<file path="config.mk">
export PLATFORM = sky130hd
export DESIGN_NAME = operand_capture
export DESIGN_NICKNAME = d
export VERILOG_FILES = /design/src/rtl/opcap_pkg.sv /design/src/rtl/operand_capture_btn_debounce.sv /design/src/rtl/operand_capture.sv
export SDC_FILE = /design/constraint.sdc
export NUM_CORES = 1
export LEC_CHECK = 0
export CAP_MARGIN = 15
export CORE_MARGIN = 2
export CORE_UTILIZATION = 46
export CTS_CLUSTER_SIZE = 12
export DETAILED_ROUTE_END_ITERATION = 6
export PLACE_DENSITY_LB_ADDON = 0.12
export REMOVE_ABC_BUFFERS = 1
export SLEW_MARGIN = 20
export SYNTH_ARGS = -nofsm -noshare
export SYNTH_HDL_FRONTEND = slang
export SYNTH_SLANG_ARGS = --single-unit
</file>
<file path="constraint.sdc">
create_clock -name clk -period 1.3 [get_ports clk]
set_clock_uncertainty 0.05 [all_clocks]
set_input_delay 0.26 -clock clk [delete_from_list [all_inputs] [get_ports clk]]
set_output_delay 0.26 -clock clk [all_outputs]
set_load 0.05 [all_outputs]
</file>
<file path="src/rtl/opcap_pkg.sv">
// Shared types and constants for the operand capture stage feeding the a>b comparator.
package opcap_pkg;

   localparam int OPCAP_WIDTH = 2;

   localparam logic [1:0] LED_WAIT_A = 2'b00;
   localparam logic [1:0] LED_WAIT_B = 2'b01;
   localparam logic [1:0] LED_VALID  = 2'b10;

   // The state encoding doubles as the LED pattern, so keep them tied together.
   typedef enum logic [1:0] {
      WAIT_A = LED_WAIT_A,
      WAIT_B = LED_WAIT_B,
      VALID  = LED_VALID
   } state_t;

endpackage

</file>
<file path="src/rtl/operand_capture_btn_debounce.sv">
// Button conditioning: 2-flop synchroniser, optional debouncer and a one-cycle press pulse.
// The debounce counter exists only when OPCAP_DEBOUNCE_EN is defined.
module btn_debounce #(
   parameter int DEBOUNCE_CYCLES = 500000
) (
   input  logic clk,
   input  logic reset,
   input  logic btn,
   output logic press
);

   if (DEBOUNCE_CYCLES < 2) begin : g_cfg_check
      $error("btn_debounce: DEBOUNCE_CYCLES must be >= 2");
   end

   logic       sync1_q;
   logic       sync2_q;
   logic [1:0] fill_q;
   logic       armed_q;
   logic       level;
   logic       level_prev_q;
   logic       press_q;

   // armed_q blocks the event from a button that was already held through reset;
   // it sets only once a genuine low sample has passed through the synchroniser.
   always_ff @(posedge clk) begin
      if (reset) begin
         sync1_q      <= 1'b0;
         sync2_q      <= 1'b0;
         fill_q       <= 2'b00;
         armed_q      <= 1'b0;
         level_prev_q <= 1'b0;
         press_q      <= 1'b0;
      end else begin
         sync1_q      <= btn;
         sync2_q      <= sync1_q;
         fill_q       <= {fill_q[0], 1'b1};
         if (fill_q[1] && !sync2_q) begin
            armed_q <= 1'b1;
         end
         level_prev_q <= level;
         press_q      <= level & ~level_prev_q & armed_q;
      end
   end

`ifdef OPCAP_DEBOUNCE_EN
   localparam int CNT_W = $clog2(DEBOUNCE_CYCLES);
   localparam logic [CNT_W-1:0] CNT_LAST = CNT_W'(DEBOUNCE_CYCLES - 1);

   logic [CNT_W-1:0] cnt_q;
   logic [CNT_W-1:0] cnt_d;
   logic             level_q;
   logic             level_d;

   // Counter stops at CNT_LAST and clears, so it can never wrap.
   always_comb begin
      cnt_d   = '0;
      level_d = level_q;
      if (sync2_q != level_q) begin
         if (cnt_q == CNT_LAST) begin
            level_d = sync2_q;
         end else begin
            cnt_d = cnt_q + 1'b1;
         end
      end
   end

   always_ff @(posedge clk) begin
      if (reset) begin
         cnt_q   <= '0;
         level_q <= 1'b0;
      end else begin
         cnt_q   <= cnt_d;
         level_q <= level_d;
      end
   end

   assign level = level_q;
`else
   assign level = sync2_q;
`endif

   assign press = press_q;

endmodule

</file>
<file path="src/rtl/operand_capture.sv">
// Captures operand A then B from switches on successive button presses for the a>b comparator.
// Define OPCAP_DEBOUNCE_EN to debounce the button; otherwise the synchronised button is used as-is.
module operand_capture
   import opcap_pkg::*;
#(
   parameter int WIDTH           = OPCAP_WIDTH,
   parameter int DEBOUNCE_CYCLES = 500000
) (
   input  logic             clk,
   input  logic             reset,
   input  logic [WIDTH-1:0] sw,
   input  logic             btn,
   input  logic             clr,
   output logic [WIDTH-1:0] a_out,
   output logic [WIDTH-1:0] b_out,
   output logic             operands_valid,
   output logic [1:0]       state_led
);

   logic [WIDTH-1:0] sw_sync1_q;
   logic [WIDTH-1:0] sw_sync2_q;
   logic             press;

   state_t           state_q;
   state_t           state_d;
   logic [WIDTH-1:0] a_q;
   logic [WIDTH-1:0] a_d;
   logic [WIDTH-1:0] b_q;
   logic [WIDTH-1:0] b_d;
   logic             valid_q;
   logic             valid_d;

   btn_debounce #(
      .DEBOUNCE_CYCLES(DEBOUNCE_CYCLES)
   ) u_btn (
      .clk  (clk),
      .reset(reset),
      .btn  (btn),
      .press(press)
   );

   // Switches need no debounce: they are only sampled on a press event.
   always_ff @(posedge clk) begin
      if (reset) begin
         sw_sync1_q <= '0;
         sw_sync2_q <= '0;
      end else begin
         sw_sync1_q <= sw;
         sw_sync2_q <= sw_sync1_q;
      end
   end

   always_comb begin
      state_d = state_q;
      a_d     = a_q;
      b_d     = b_q;
      if (clr) begin
         state_d = WAIT_A;
         a_d     = '0;
         b_d     = '0;
      end else begin
         case (state_q)
            WAIT_A: if (press) begin
               a_d     = sw_sync2_q;
               state_d = WAIT_B;
            end
            WAIT_B: if (press) begin
               b_d     = sw_sync2_q;
               state_d = VALID;
            end
            // B is left stale on recapture; valid drops until it is taken again.
            VALID: if (press) begin
               a_d     = sw_sync2_q;
               state_d = WAIT_B;
            end
            default: begin
               state_d = WAIT_A;
               a_d     = '0;
               b_d     = '0;
            end
         endcase
      end
      valid_d = (state_d == VALID);
   end

   always_ff @(posedge clk) begin
      if (reset) begin
         state_q <= WAIT_A;
         a_q     <= '0;
         b_q     <= '0;
         valid_q <= 1'b0;
      end else begin
         state_q <= state_d;
         a_q     <= a_d;
         b_q     <= b_d;
         valid_q <= valid_d;
      end
   end

   assign a_out          = a_q;
   assign b_out          = b_q;
   assign operands_valid = valid_q;
   assign state_led      = state_q;

endmodule

</file>
Word-level counts from Yosys, hierarchy flattened
Index checks and enable logic that the tools add are counted.
{"block": "classes", "n_mux": 8, "eq_ne": 5, "bitwise": 5, "reduce_logical": 7}
{"op": "$pmux 2 s2", "n": 3}
{"op": "$mux 2", "n": 4}
{"op": "$eq 2x2->1 const B", "n": 2}
{"op": "$ne 2x1->1 const B", "n": 2}
{"op": "$reduce_and 2->1", "n": 2}
{"op": "$reduce_or 2->1", "n": 2}
{"op": "$not 1->1", "n": 3}
{"op": "$and 1x1->1", "n": 2}
{"op": "$eq 2x1->1 const B", "n": 1}
{"op": "$logic_not 2->1", "n": 1}
{"op": "$logic_and 1x1->1", "n": 1}
{"op": "$logic_not 1->1", "n": 1}
{"op": "$mux 1", "n": 1}
{"block": "totals", "output_inout_bits": 7, "wordCells": 38, "regBits": 18, "inputBits": 6}

Depth between registers and ports, before layout
Gate-level depths: netlist of the first run.
{"block": "depth", "word_depth": 5, "depth_mapped": 3, "ltp_nobuf": 2}

Hierarchy
From an unflattened synthesis of the first run, not the netlist that was laid out.
{"block": "hier_totals", "hier_cells": 54, "area_unflattened_um2": 613.1}
{"module": "operand_capture", "seq_area_each_um2": 220.2, "area_each_um2": 406.6, "instances": 1, "cells_each": 38}
{"module": "btn_debounce", "seq_area_each_um2": 140.1, "area_each_um2": 206.4, "instances": 1, "cells_each": 16}

Worst setup path after synthesis of the first run
No wires, ideal clock.
{"block": "synth_timing", "kind": "flip-flop to flip-flop", "from": "register state_q[0] (netlist: state_led[0])", "to": "register b_q[0] (netlist: b_out[0])", "setup_slack_ps": -244, "path_buffers": 1, "t_required_ps": 1158, "t_arrival_ps": 1402, "setup_time_ps": 92, "path_stages_with_launch": 4, "period_less_slack_ps": 1544, "cell_sequence": "dfxtp_1 -> buf_4 -> or4b_1 -> o32ai_1"}
{"block": "synth_between", "elab_chain_len": 4, "elab_cells_between_ends": 8, "cone_classes": "eq/ne (3); mux (1); bitwise (1); reduce/logical (3)"}
{"item": "start: declaration", "line_no": "operand_capture.sv:24", "text": "state_t state_q;"}
{"item": "start signal: assignment", "line_no": "operand_capture.sv:93", "text": "state_q <= state_d;"}
{"item": "$eq 2x2->1 or $logic_not 2->1 (tied branches)", "line_no": "operand_capture.sv:62", "text": "case (state_q)"}
{"item": "$reduce_or 2->1 (no line)"}
{"item": "$not 1->1 (no line)"}
{"item": "$reduce_and 2->1 (no line)"}
{"item": "end signal: assignment", "line_no": "operand_capture.sv:90", "text": "b_q <= '0;"}
{"item": "end signal: assignment", "line_no": "operand_capture.sv:95", "text": "b_q <= b_d;"}
{"item": "end: declaration", "line_no": "operand_capture.sv:28", "text": "logic [WIDTH-1:0] b_q;"}
Parallel ways exist; a longest one is shown, timed or not.
A chain may end at the register's enable or synchronous reset.

Worst setup path after layout of the first run
{"block": "layout_timing", "from": "register state_q[0] (netlist: state_led[0])", "to": "output port state_led[0]"}
{"item": "end: declaration", "line_no": "operand_capture.sv:17", "text": "output logic [1:0] state_led"}
No word-level cell between the ends.

==> summary.md, run 1 <==
The flow ran to the end, and the final reports show no timing, DRC or antenna violations. The root buffer cell was sky130_fd_sc_hd__clkbuf_4. 0 antenna diodes ended up in the layout. The share of the cycle needed by the critical path after routing works out to 0.9768. On the critical path, the stage with the largest delay is an instance of sky130_fd_sc_hd__dfxtp_4. Summed over all layers, the routed wires come to 975 um. The count of pins over their slew limit is 0, and the number of synthesis warnings is 0.

The detailed router placed 427 vias in this run. TritonCTS built the clock tree. The total number of cells along the worst setup path is 2. After the first detailed-routing iteration, the DRC count stood at 6. Clock tree synthesis inserted a total of 3 buffers.

Count of buffers from port buffering: 12. After filler insertion, the fill cell instance count of the layout stands at 89. Dividing the detail-routed wire length by the instance count gives 11.21 um.

The longest clock path from root to sink contains 2 buffers. The worst setup path is captured at an output port. The die is 40.14 um wide. Summing every instance area after synthesis gives 600.6 um2. The level count of the clock H-tree was 1; the number of sinks on the clock net was 18. The clock-pin slew on the worst setup and hold paths was 100 ps; the sequential fraction of the synthesis area was 0.6000. The run gives 0.1597 as the total global-route track usage. The half-perimeter wire length after detailed placement was 728.2 um; the unique cell type count in the Yosys netlist was 16.

The first global-routing pass estimated 1.545 mm of wire. The mean instance size in the synthesized netlist was 11.12 um2. STA classifies the critical path startpoint as a flop.

Relative to the synthesized area, the layout overhead comes to 45.42%. The number of iterations in the first detailed-routing pass was 4. In this design, the largest share of critical-path delay is due to flip-flops.

For the worst setup path, the data arrival time is 960 ps. 13 I/O pins were placed. Routability-driven placement finished with a final weighted congestion of 0.7365.

Setup repair after global routing left no endpoint under its margin. The worst-case IR drop observed on VDD is 0.0008956 V. The largest fanout of any net on the critical path works out to 10. The logs give 0.8341 for the max-slew headroom at the worst pin and 0 for the initial antenna violation count.

The number of instances in the synthesized netlist is 54, and the die height is 40.14 um. The cell depth of the worst hold path was 1; the final layout net count was 79. In this design, the stage delay of the slowest critical-path cell is 390 ps. The minimum clock period came out at 1270 ps. The total area inside the core boundary comes to 0.001252 mm2.

Timing would allow up to 0.7875 GHz. Counting flops and latches in the post-synthesis netlist gives 18. Setup violations remaining at the end of the flow were counted as 0. For the post-route total power, the log shows 0.9505 mW. The tools report the final hold violation count as 0.

The count of nets left with antenna violations once routing finished came out at 0. The number of cells on the worst reg-to-reg path is 2. Dividing the detail-routed via count by the number of cells gives 4.908.

Traced cell by cell, the critical path runs through buf_4 -> buf_12. The worst hold-check path type is reg -> reg. The starting density of the core came out at 0.4795. The floorplan has 13 rows.

The worst path required time came out at 990 ps. Together, buffers and inverters on the worst path number 2. For this design the static power due to leakage is 0.3287 nW. The die covers 0.001611 mm2. The total overflow left after global routing is 0. The latest clock arrival within the worst-skew pair was 290 ps. The number of maximum-capacitance constraint violations came out at 0. Power spread over the standard cell area amounts to 1088 mW/mm2. The remaining routing DRC violations was 0.

The ratio of cells with drive above 1 in the final layout was 0.2639. Kind of critical path: reg -> out. Hold timing on the final database bottoms out at a slack of 397.8 ps. Via count of the first global-routing pass: 389. At the pin with the least slew margin, the transition time is 248.5 ps. Entering global routing, the biggest net connects 11 pins.
[through the flow]
step	cell area (um2)	util	cells	TNS, ps	worst slack [ps]
2_1_floorplan	585.6	-	51	-550.0	-176.4
3_3_place_gp	832.0	0.6643	83	-1148	-229.3
3_5_place_dp	832.0	0.6643	83	-1205	-237.4
4_1_cts	872.1	0.6963	87	0	27.01
5_1_grt	873.3	0.6973	87	0	2.173
6_report	873.3	0.6973	87	0	30.20
[metal layers]
metal  wire length (um)  vias up  GRT usage
met5                  0        -          0
met4                 40        0     0.1552
met3                 40        4    0.05000
met2                451       12     0.2379
met1                442      192     0.1759
li1                   -      219          -
[report_power, final]
part           total [mW]  internal, mW  switching (mW)
Combinational      0.0449        0.0289          0.0160
Clock               0.337         0.171           0.166
Sequential          0.569         0.564         0.00459
Total               0.950         0.764           0.187
[what timing repair did]
item,CTS,global route
setup endpoints to repair,1,1
resized for setup,2,1
pin swaps,0,0
hold buffers,0,0
buffers inserted,0,0
[path summary, 6_finish.rpt]
path	start	endpoint	slack [ps]
setup / recovery	state_led[0]	state_led[0]	30
hold / removal	sw_sync1_q[0]	sw_sync2_q[0]	400
setup reg to reg	state_led[0]	b_out[0]	160
hold reg to reg	sw_sync1_q[0]	sw_sync2_q[0]	400
[synthesized netlist by cell type, drive strengths merged]
cell type  number  area (um2)
dfxtp          18       360.4
nor2b           9       56.30
o32ai           4       35.03
or3b            4       35.03
a21oi           3       15.01
inv             3       11.26
clkbuf          2       7.510
nand2           2       7.510
o21a            2       15.01
and3b           1       8.760
buf             1       7.510
mux2            1       11.26
nand2b          1       6.260
nand3b          1       7.510
or2             1       6.260
or4b            1       10.01
[state kept, by name, indices dropped and copies added (netlist names)]
name	flops
sw_sync1_q	2
state_led	2
u_btn.armed_q	1
operands_valid	1
u_btn.level	1
u_btn.level_prev_q	1
a_out	2
u_btn.press	1
u_btn.fill_q	2
u_btn.sync1_q	1
b_out	2
sw_sync2_q	2
[logic make-up after synthesis]
family / after synthesis / synth area share
flops: 18 / 0.6000
compound gates: 9 / 0.1083
simple gates: 20 / 0.2292
buf+inv: 6 / 0.04376
mux: 1 / 0.01875
[layout make-up]
| type | instances | area [um2] | share of cell area |
|---|---|---|---|
| Tap cell | 15 | 18.77 | 0.02149 |
| Timing Repair Buffer | 17 | 227.7 | 0.2607 |
| Inverter | 3 | 11.26 | 0.01289 |
| Sequential cell | 18 | 365.4 | 0.4183 |
| Clock buffer | 4 | 36.28 | 0.04155 |
| Multi-Input combinational cell | 30 | 214.0 | 0.2450 |
[cell usage in the layout, fill, tap and decap left out, types with 2 or more instances in the layout]
master,instances
sky130_fd_sc_hd__a21oi_1,3
sky130_fd_sc_hd__buf_12,7
sky130_fd_sc_hd__buf_4,5
sky130_fd_sc_hd__clkbuf_4,3
sky130_fd_sc_hd__clkdlybuf4s50_1,5
sky130_fd_sc_hd__dfxtp_1,16
sky130_fd_sc_hd__inv_1,3
sky130_fd_sc_hd__nand2_1,2
sky130_fd_sc_hd__nor2b_1,9
sky130_fd_sc_hd__o21a_1,2
sky130_fd_sc_hd__o32ai_1,4
sky130_fd_sc_hd__or3b_1,4
(Power assumes the default switching activity.)
==> run 2: changes to the inputs <==
--- a/config.mk
+++ b/config.mk
@@ -6,10 +6,13 @@
 export NUM_CORES = 1
 export LEC_CHECK = 0
 export CAP_MARGIN = 15
+export CELL_PAD_IN_SITES_DETAIL_PLACEMENT = 0
+export CELL_PAD_IN_SITES_GLOBAL_PLACEMENT = 1
 export CORE_MARGIN = 2
-export CORE_UTILIZATION = 46
+export CORE_UTILIZATION = 36
 export CTS_CLUSTER_SIZE = 12
 export DETAILED_ROUTE_END_ITERATION = 6
+export GPL_ROUTABILITY_DRIVEN = 0
 export PLACE_DENSITY_LB_ADDON = 0.12
 export REMOVE_ABC_BUFFERS = 1
 export SLEW_MARGIN = 20
==> run 2 against run 1 <==
Net effect:
- global-route usage fell by 4.8 points
- maximum frequency barely moved
- clock-buffer cell count did not move
- largest power group unchanged
- highest routed layer unchanged
- clock power barely moved
- sequential power barely moved
- critical endpoint unchanged
- sequential cell count did not move
- register-to-register slack barely moved
- critical path type unchanged
==> summary.md, run 2 (same netlist as run 1, synthesis figures left out) <==
Number of design-rule violations left by the first detailed-router iteration: 1 (-5). The startpoint identified for the worst hold timing path is sw_sync1_q[1]. The run gives 414 (+6.4%) as the via count of the first global-routing pass. Proportion of power drawn by combinational gates: 0.047 (about the same). Cell depth of the worst flop-to-flop path: 2 (unchanged).

The clock-pin slew on the worst setup and hold paths was 100 ps (about the same). The mean number of vias per cell was 4.795 (-2.3%); the half-perimeter wire length after detailed placement was 697.8 um (-4.2%). The final setup violation count came out at 0 (unchanged). The minimum clock period came out at 1271 ps (+1.010 ps).

The startpoint of the worst register-to-register path is state_led[1]. The run gives 0.7637 mW (about the same) as the cell-internal power. The worst path required time is 990 ps (about the same), and the total global-route track usage is 0.1117 (-0.04801).

The run gives 0.3287 nW (unchanged) as the leakage power. The maximum number of pins on one net before global-route repair was 11 (unchanged). The level count of the clock H-tree is 1 (unchanged), and the latest clock arrival within the worst-skew pair is 290 ps (about the same).

The run gives 141 (+58%) as the number of fill cells. The average wire per standard cell was 9.943 um (-11%). The aggregate routed wire length came out at 875 um (-10%). TritonCTS built the clock tree. The synthesis-to-finish area growth is 45.63%. The tightest min-delay check is of the reg -> reg type. The power per standard cell area works out to 1090 mW/mm2 (+0.14%).

The run gives 0 (unchanged) as the number of setup buffers added after CTS. The highest clock rate is 0.7869 GHz (about the same). The worst setup path is captured at an output port.

The number of maximum-capacitance constraint violations came out at 0 (unchanged). The share of the cycle needed by the critical path after routing works out to 0.9775 (about the same). The tools report the antenna diode instance count as 0 (unchanged). The flow ran to the end, and the final reports show no timing, DRC or antenna violations. Maximum vdd ir drop: 0.0006797 V (-24%). The register-to-register path setup slack was 160 ps (about the same). Setup repair after global routing left no endpoint under its margin.

The most common cell after layout, fill and taps aside is sky130_fd_sc_hd__dfxtp_1. For the data arrival time of the critical path, the log shows 960 ps (about the same). In this run the worst setup path begins at state_led[0].

The tools report the element type at the critical path start as a flop. The number of rows created at floorplan came out at 14 (+1). The maximum count of clock buffers along a single path is 2 (unchanged). The tools report the max-slew headroom at the worst pin as 0.8387 (+0.004600).

The end of the critical path was state_led[0]. The logs give 0 (unchanged) for the overall overflow remaining after global route and 0.001541 mm2 (+23%) for the area of the core region. The ratio of cells with drive above 1 in the final layout was 0.2639 (unchanged); the sequential share of power was 0.596 (-0.003).

The hold slack came out at 394.9 ps (-2.816 ps). The top cell types in the final layout, fill and taps aside, are sky130_fd_sc_hd__dfxtp_1 (16), sky130_fd_sc_hd__nor2b_1 (9), sky130_fd_sc_hd__buf_12 (7). For the post-route total power, the log shows 0.9532 mW (+0.29%). The number of sinks on the clock net is 18 (unchanged), and the portion of total power attributed to the clock network is 0.357 (+0.003). Fraction of power spent switching nets: 0.1988 (+0.002552). The transition time of the tightest slew-check pin was 241.6 ps (-6.890 ps). The critical register-to-register path endpoint was b_out[1].

The count of pins over their slew limit came out at 0 (unchanged). The largest fanout of any net on the critical path came out at 7 (-3). The first-pass GRT wire length is 1.642 mm (+6.3%), and the horizontal extent of the die is 44.85 um (+12%). The kind of critical path is reg -> out. The final layout net count is 79 (unchanged). The die height was 44.85 um (+12%). The initial antenna violation count came out at 0 (unchanged). The total via count in the routed design was 422 (-1.2%); the count of buffers from port buffering was 12 (unchanged). The TritonCTS buffer count is 3 (unchanged), and the full die area is 0.002011 mm2 (+25%). The tools report the starting density of the core as 0.3896 (-0.08991).

The post-detailed-route count of antenna-violating nets came out at 0 (unchanged). For the top-level I/O count, the log shows 13 (unchanged). For the number of iterations in the first detailed-routing pass, the log shows 3 (-1). The cell sitting at the root of the clock tree is a sky130_fd_sc_hd__clkbuf_4.

For the net switching component of the power, the log shows 0.1895 mW (+1.6%). The remaining routing DRC violations is 0 (unchanged). The final hold violation count was 0 (unchanged).
## run 2: cell counts in the layout (fill, tap and decap cells not counted)
Identical to the previous run, type by type.
## run 2: how the worst min path moves through the flow
stage	to	slack [ps]	cells past startpoint
5_1_grt	u_btn.fill_q[1]	420	1
4_1_cts	sw_sync2_q[1]	400	1
3_5_place_dp	u_btn.fill_q[1]	380	1
6_report	sw_sync2_q[1]	390	1
2_1_floorplan	sw_sync1_q[0]	280	1
3_3_place_gp	sw_sync2_q[0]	370	1
## run 2: metal layers
layer / track usage / share of wire
met1: 0.1400 / 0.49
met2: 0.1739 / 0.46
met3: 0.02400 / 0.050
met4: 0.07059 / 0.0046
met5: 0 / 0
## run 2: worst max-delay path, stage by stage, from the launching register on
cell	delay [ps]
sky130_fd_sc_hd__dfxtp_4	380
sky130_fd_sc_hd__buf_4	150
sky130_fd_sc_hd__buf_12	140
## run 2: through the flow
step	utilization	std cells	setup WS, ps	cell area, um2	TNS, ps
final	0.5674	88	29.19	874.6	0
after global routing	0.5674	88	2.156	874.6	0
after CTS	0.5649	88	17.42	870.8	0
after detailed placement	0.5406	84	-240.0	833.3	-1270
after global placement	0.5406	84	-199.4	833.3	-1141
after floorplan	-	51	-176.4	585.6	-550.0
## run 2: cell type report
cell class | count | area (um2) | area share
tap | 16 | 20.02 | 0.02289
clock buffer | 4 | 36.28 | 0.04149
timing repair buffer | 17 | 227.7 | 0.2604
inverter | 3 | 11.26 | 0.01288
sequential | 18 | 365.4 | 0.4177
multi-input combinational | 30 | 214.0 | 0.2446
## run 2: power groups by stage
| stage | Clock (mW) | Sequential (mW) | Combinational (mW) |
|---|---|---|---|
| 2_1_floorplan | 0 | 0.583 | 0.0149 |
| 3_3_place_gp | 0 | 0.583 | 0.0450 |
| 3_5_place_dp | 0 | 0.583 | 0.0454 |
| 4_1_cts | 0.349 | 0.571 | 0.0454 |
| 5_1_grt | 0.365 | 0.571 | 0.0504 |
| 6_report | 0.340 | 0.568 | 0.0448 |
## run 2: what timing repair did
item	4_1_cts	5_1_grt
gates cloned	0	0
hold buffers	0	0
endpoints found under the hold margin	0	0
gates resized for setup	1	2
endpoints found under the setup margin	1	2
==> run 3: changes to the inputs <==
--- a/config.mk
+++ b/config.mk
@@ -14,7 +14,6 @@
 export DETAILED_ROUTE_END_ITERATION = 6
 export GPL_ROUTABILITY_DRIVEN = 0
 export PLACE_DENSITY_LB_ADDON = 0.12
-export REMOVE_ABC_BUFFERS = 1
 export SLEW_MARGIN = 20
 export SYNTH_ARGS = -nofsm -noshare
 export SYNTH_HDL_FRONTEND = slang
==> run 3 against run 2 <==
Net effect:
- critical path depth is 1 higher
- sequential share of layout area is 1.2 points higher
- die area stayed put
- clock-buffer cell count stayed put
- clock power is 19% lower
- hold slack worse by 1.9 ps
- design area is 2.9% lower
- maximum frequency is 4.5% higher
- critical endpoint is now b_out[1]
- highest routed layer is now met3
==> summary.md, run 3 (same netlist as run 1, synthesis figures left out) <==
The number of iterations in the first detailed-routing pass is 4 (+1), and the share of the cycle needed by the critical path after routing is 0.9351 (-0.04244). The delay contributed by the slowest stage of the critical path is 550 ps (+170 ps), and the total via count in the routed design is 419 (-0.71%). The root buffer cell chosen for the clock tree is sky130_fd_sc_hd__clkbuf_4. The tools report the net count of the mapped netlist as 60. The tools report the beginning of the critical path as clr. Worst setup timing slack at the placement stage: -215.5 ps (+24.47 ps). The run gives 3 (unchanged) as the TritonCTS buffer count. The level count of the clock H-tree is 1 (unchanged). The number of setup buffers added after CTS was 0 (unchanged). The largest fanout of any net on the critical path is 3 (-4). Leaving out fill and tap cells, the most frequent cell in the layout is sky130_fd_sc_hd__dfxtp_1. The tools report the overall overflow remaining after global route as 0 (unchanged). The hold slack is 393.1 ps (-1.892 ps).

The worst hold-check path type was reg -> reg. The worst setup path is captured at a flop. From synthesis to final layout, the design area changed by 41.46%. The tools report the global-route track usage on met1 as 0.1378 (-0.002155). The logs give 0 (unchanged) for the final hold violation count and 0 (unchanged) for the count of pins over their slew limit. The power per standard cell area is 1045 mW/mm2 (-4.1%). The slowest stage of the critical path belongs to the cell sky130_fd_sc_hd__or4b_1. The post-detailed-route count of antenna-violating nets was 0 (unchanged); the initial antenna violation count was 0 (unchanged). The top-level I/O count is 13 (unchanged), and the global-route met3 utilization is 0.02400 (unchanged). For the highest clock rate, the log shows 0.8226 GHz (+4.5%). The count of placed standard cells including taps was 82 (-2.4%).

The via count of the first global-routing pass is 397 (-4.1%), and the fraction of the core area covered by cells at the end of the flow is 0.5511 (-0.01623). The run finished with clean final reports. The maximum count of clock buffers along a single path came out at 2 (unchanged). The layer flagged by global routing as most heavily used is met2. The net switching component of the power is 0.1758 mW (-7.2%). The worst setup path is launched from an input pin. Leakage power: 0.3118 nW (-5.1%). For the number of rows created at floorplan, the log shows 14 (unchanged).

Setup repair after global routing left no endpoint under its margin. Maximum number of pins on one net before global-route repair: 11 (unchanged). For the first-pass GRT wire length, the log shows 1.621 mm (-1.3%).

The library cells used most frequently in the layout, excluding fill and tap cells, are sky130_fd_sc_hd__dfxtp_1 (16), sky130_fd_sc_hd__nor2b_1 (9), sky130_fd_sc_hd__buf_12 (7). The clock-pin slew on the worst setup and hold paths is 100 ps (about the same), and the aggregate routed wire length is 884 um (+1.0%). The placed cell area is 823.3 um2 (-1.2%), and the horizontal extent of the die is 44.85 um (unchanged). The setup TNS is 0 ps (unchanged), and the routing usage on met2 is 0.1826 (+0.008696).

The tools report the setup slack after layout as 84.37 ps (+55.18 ps). The signal on the critical path passes through clkdlybuf4s50_1 -> or4b_1 -> o32ai_1. The proportion of power drawn by combinational gates was 0.051 (+0.004); the full die area was 0.002011 mm2 (unchanged).

The post-route total power was 0.8876 mW (-6.9%). TritonCTS built the clock tree. The tools report the final layout net count as 77 (-2.5%). Transition time of the tightest slew-check pin: 244.1 ps (+2.489 ps).

For the number of design-rule violations left by the first detailed-router iteration, the log shows 2 (+1). The startpoint of the worst register-to-register path is state_led[1]. The logs give 0.001541 mm2 (unchanged) for the area of the core region and 849.6 um2 (-2.9%) for the area of all placed cells without fillers. The starting density of the core came out at 0.3896 (unchanged). Minimum clock period: 1216 ps (-55.18 ps). The data arrival time of the critical path is 1360 ps (+400 ps).

The number of maximum-capacitance constraint violations is 0 (unchanged). The number of cells upsized or downsized after cts was 0 (-1). The worst path required time is 1450 ps (+460 ps), and the cell-internal power is 0.7118 mW (-6.8%). For the final setup violation count, the log shows 0 (unchanged). The die height was 44.85 um (unchanged); the maximum vdd ir drop was 0.0006436 V (-5.3%). The number of standard cells in the final layout excluding fillers was 86 (-2.3%); the sequential share of power was 0.640 (+0.044). The max-slew headroom at the worst pin is 0.8370 (-0.001662).

The fraction of power spent switching nets came out at 0.1981 (-0.0007516). The worst hold path startpoint was u_btn.sync1_q. Antenna diode instance count: 0 (unchanged). For the portion of total power attributed to the clock network, the log shows 0.309 (-0.048). For the remaining routing DRC violations, the log shows 0 (unchanged). Total global-route track usage: 0.1084 (-0.003243). The mean number of vias per cell is 4.872 (+1.6%), and the number of hold buffers added after cts is 0 (unchanged). The kind of critical path was in -> reg. The half-perimeter wire length after detailed placement is 667.8 um (-4.3%), and the average wire per standard cell is 10.28 um (+3.4%). The ratio of cells with drive above 1 in the final layout is 0.2286 (-0.03532), and the number of sinks on the clock net is 18 (unchanged).

The count of buffers from port buffering came out at 12 (unchanged). For the latest clock arrival within the worst-skew pair, the log shows 280 ps (about the same).
run 3: cell count changes in the layout (fill, tap and decap cells not counted), sizes merged:
cell,previous run,this run
buf,12,10
run 3: critical path, delay by kind of cell:
family / cells / cell delay, ps
compound gates: 1 / 130
simple gates: 1 / 550
buf+inv: 1 / 430
run 3: power groups by stage:
| stage | registers (mW) | clock network (mW) | logic [mW] |
|---|---|---|---|
| detailed placement | 0.581 | 0 | 0.0455 |
| floorplan | 0.581 | 0 | 0.0194 |
| CTS | 0.569 | 0.285 | 0.0457 |
| global placement | 0.581 | 0 | 0.0448 |
| finish | 0.568 | 0.274 | 0.0448 |
| global route | 0.571 | 0.306 | 0.0505 |
run 3: final timing paths:
check                      to  slack, ps  depth (start not counted)
setup / recovery     b_out[1]         80                          3
hold / removal    u_btn.level        390                          1
setup reg to reg     b_out[1]        140                          2
hold reg to reg   u_btn.level        390                          1
run 3: per-layer routing:
| metal | wire length, um | vias to the layer above |
|---|---|---|
| li1 | - | 217 |
| met1 | 407 | 193 |
| met2 | 436 | 9 |
| met3 | 39 | 0 |
| met4 | 0 | 0 |
| met5 | 0 | - |
run 3: cell type report:
type	instances	area (um2)
well taps	16	20.02
repair buffers	15	212.7
inverters	3	11.26
multi-input cells	30	214.0
clock buffers	4	26.28
flip-flops and latches	18	365.4
fillers	144	691.9
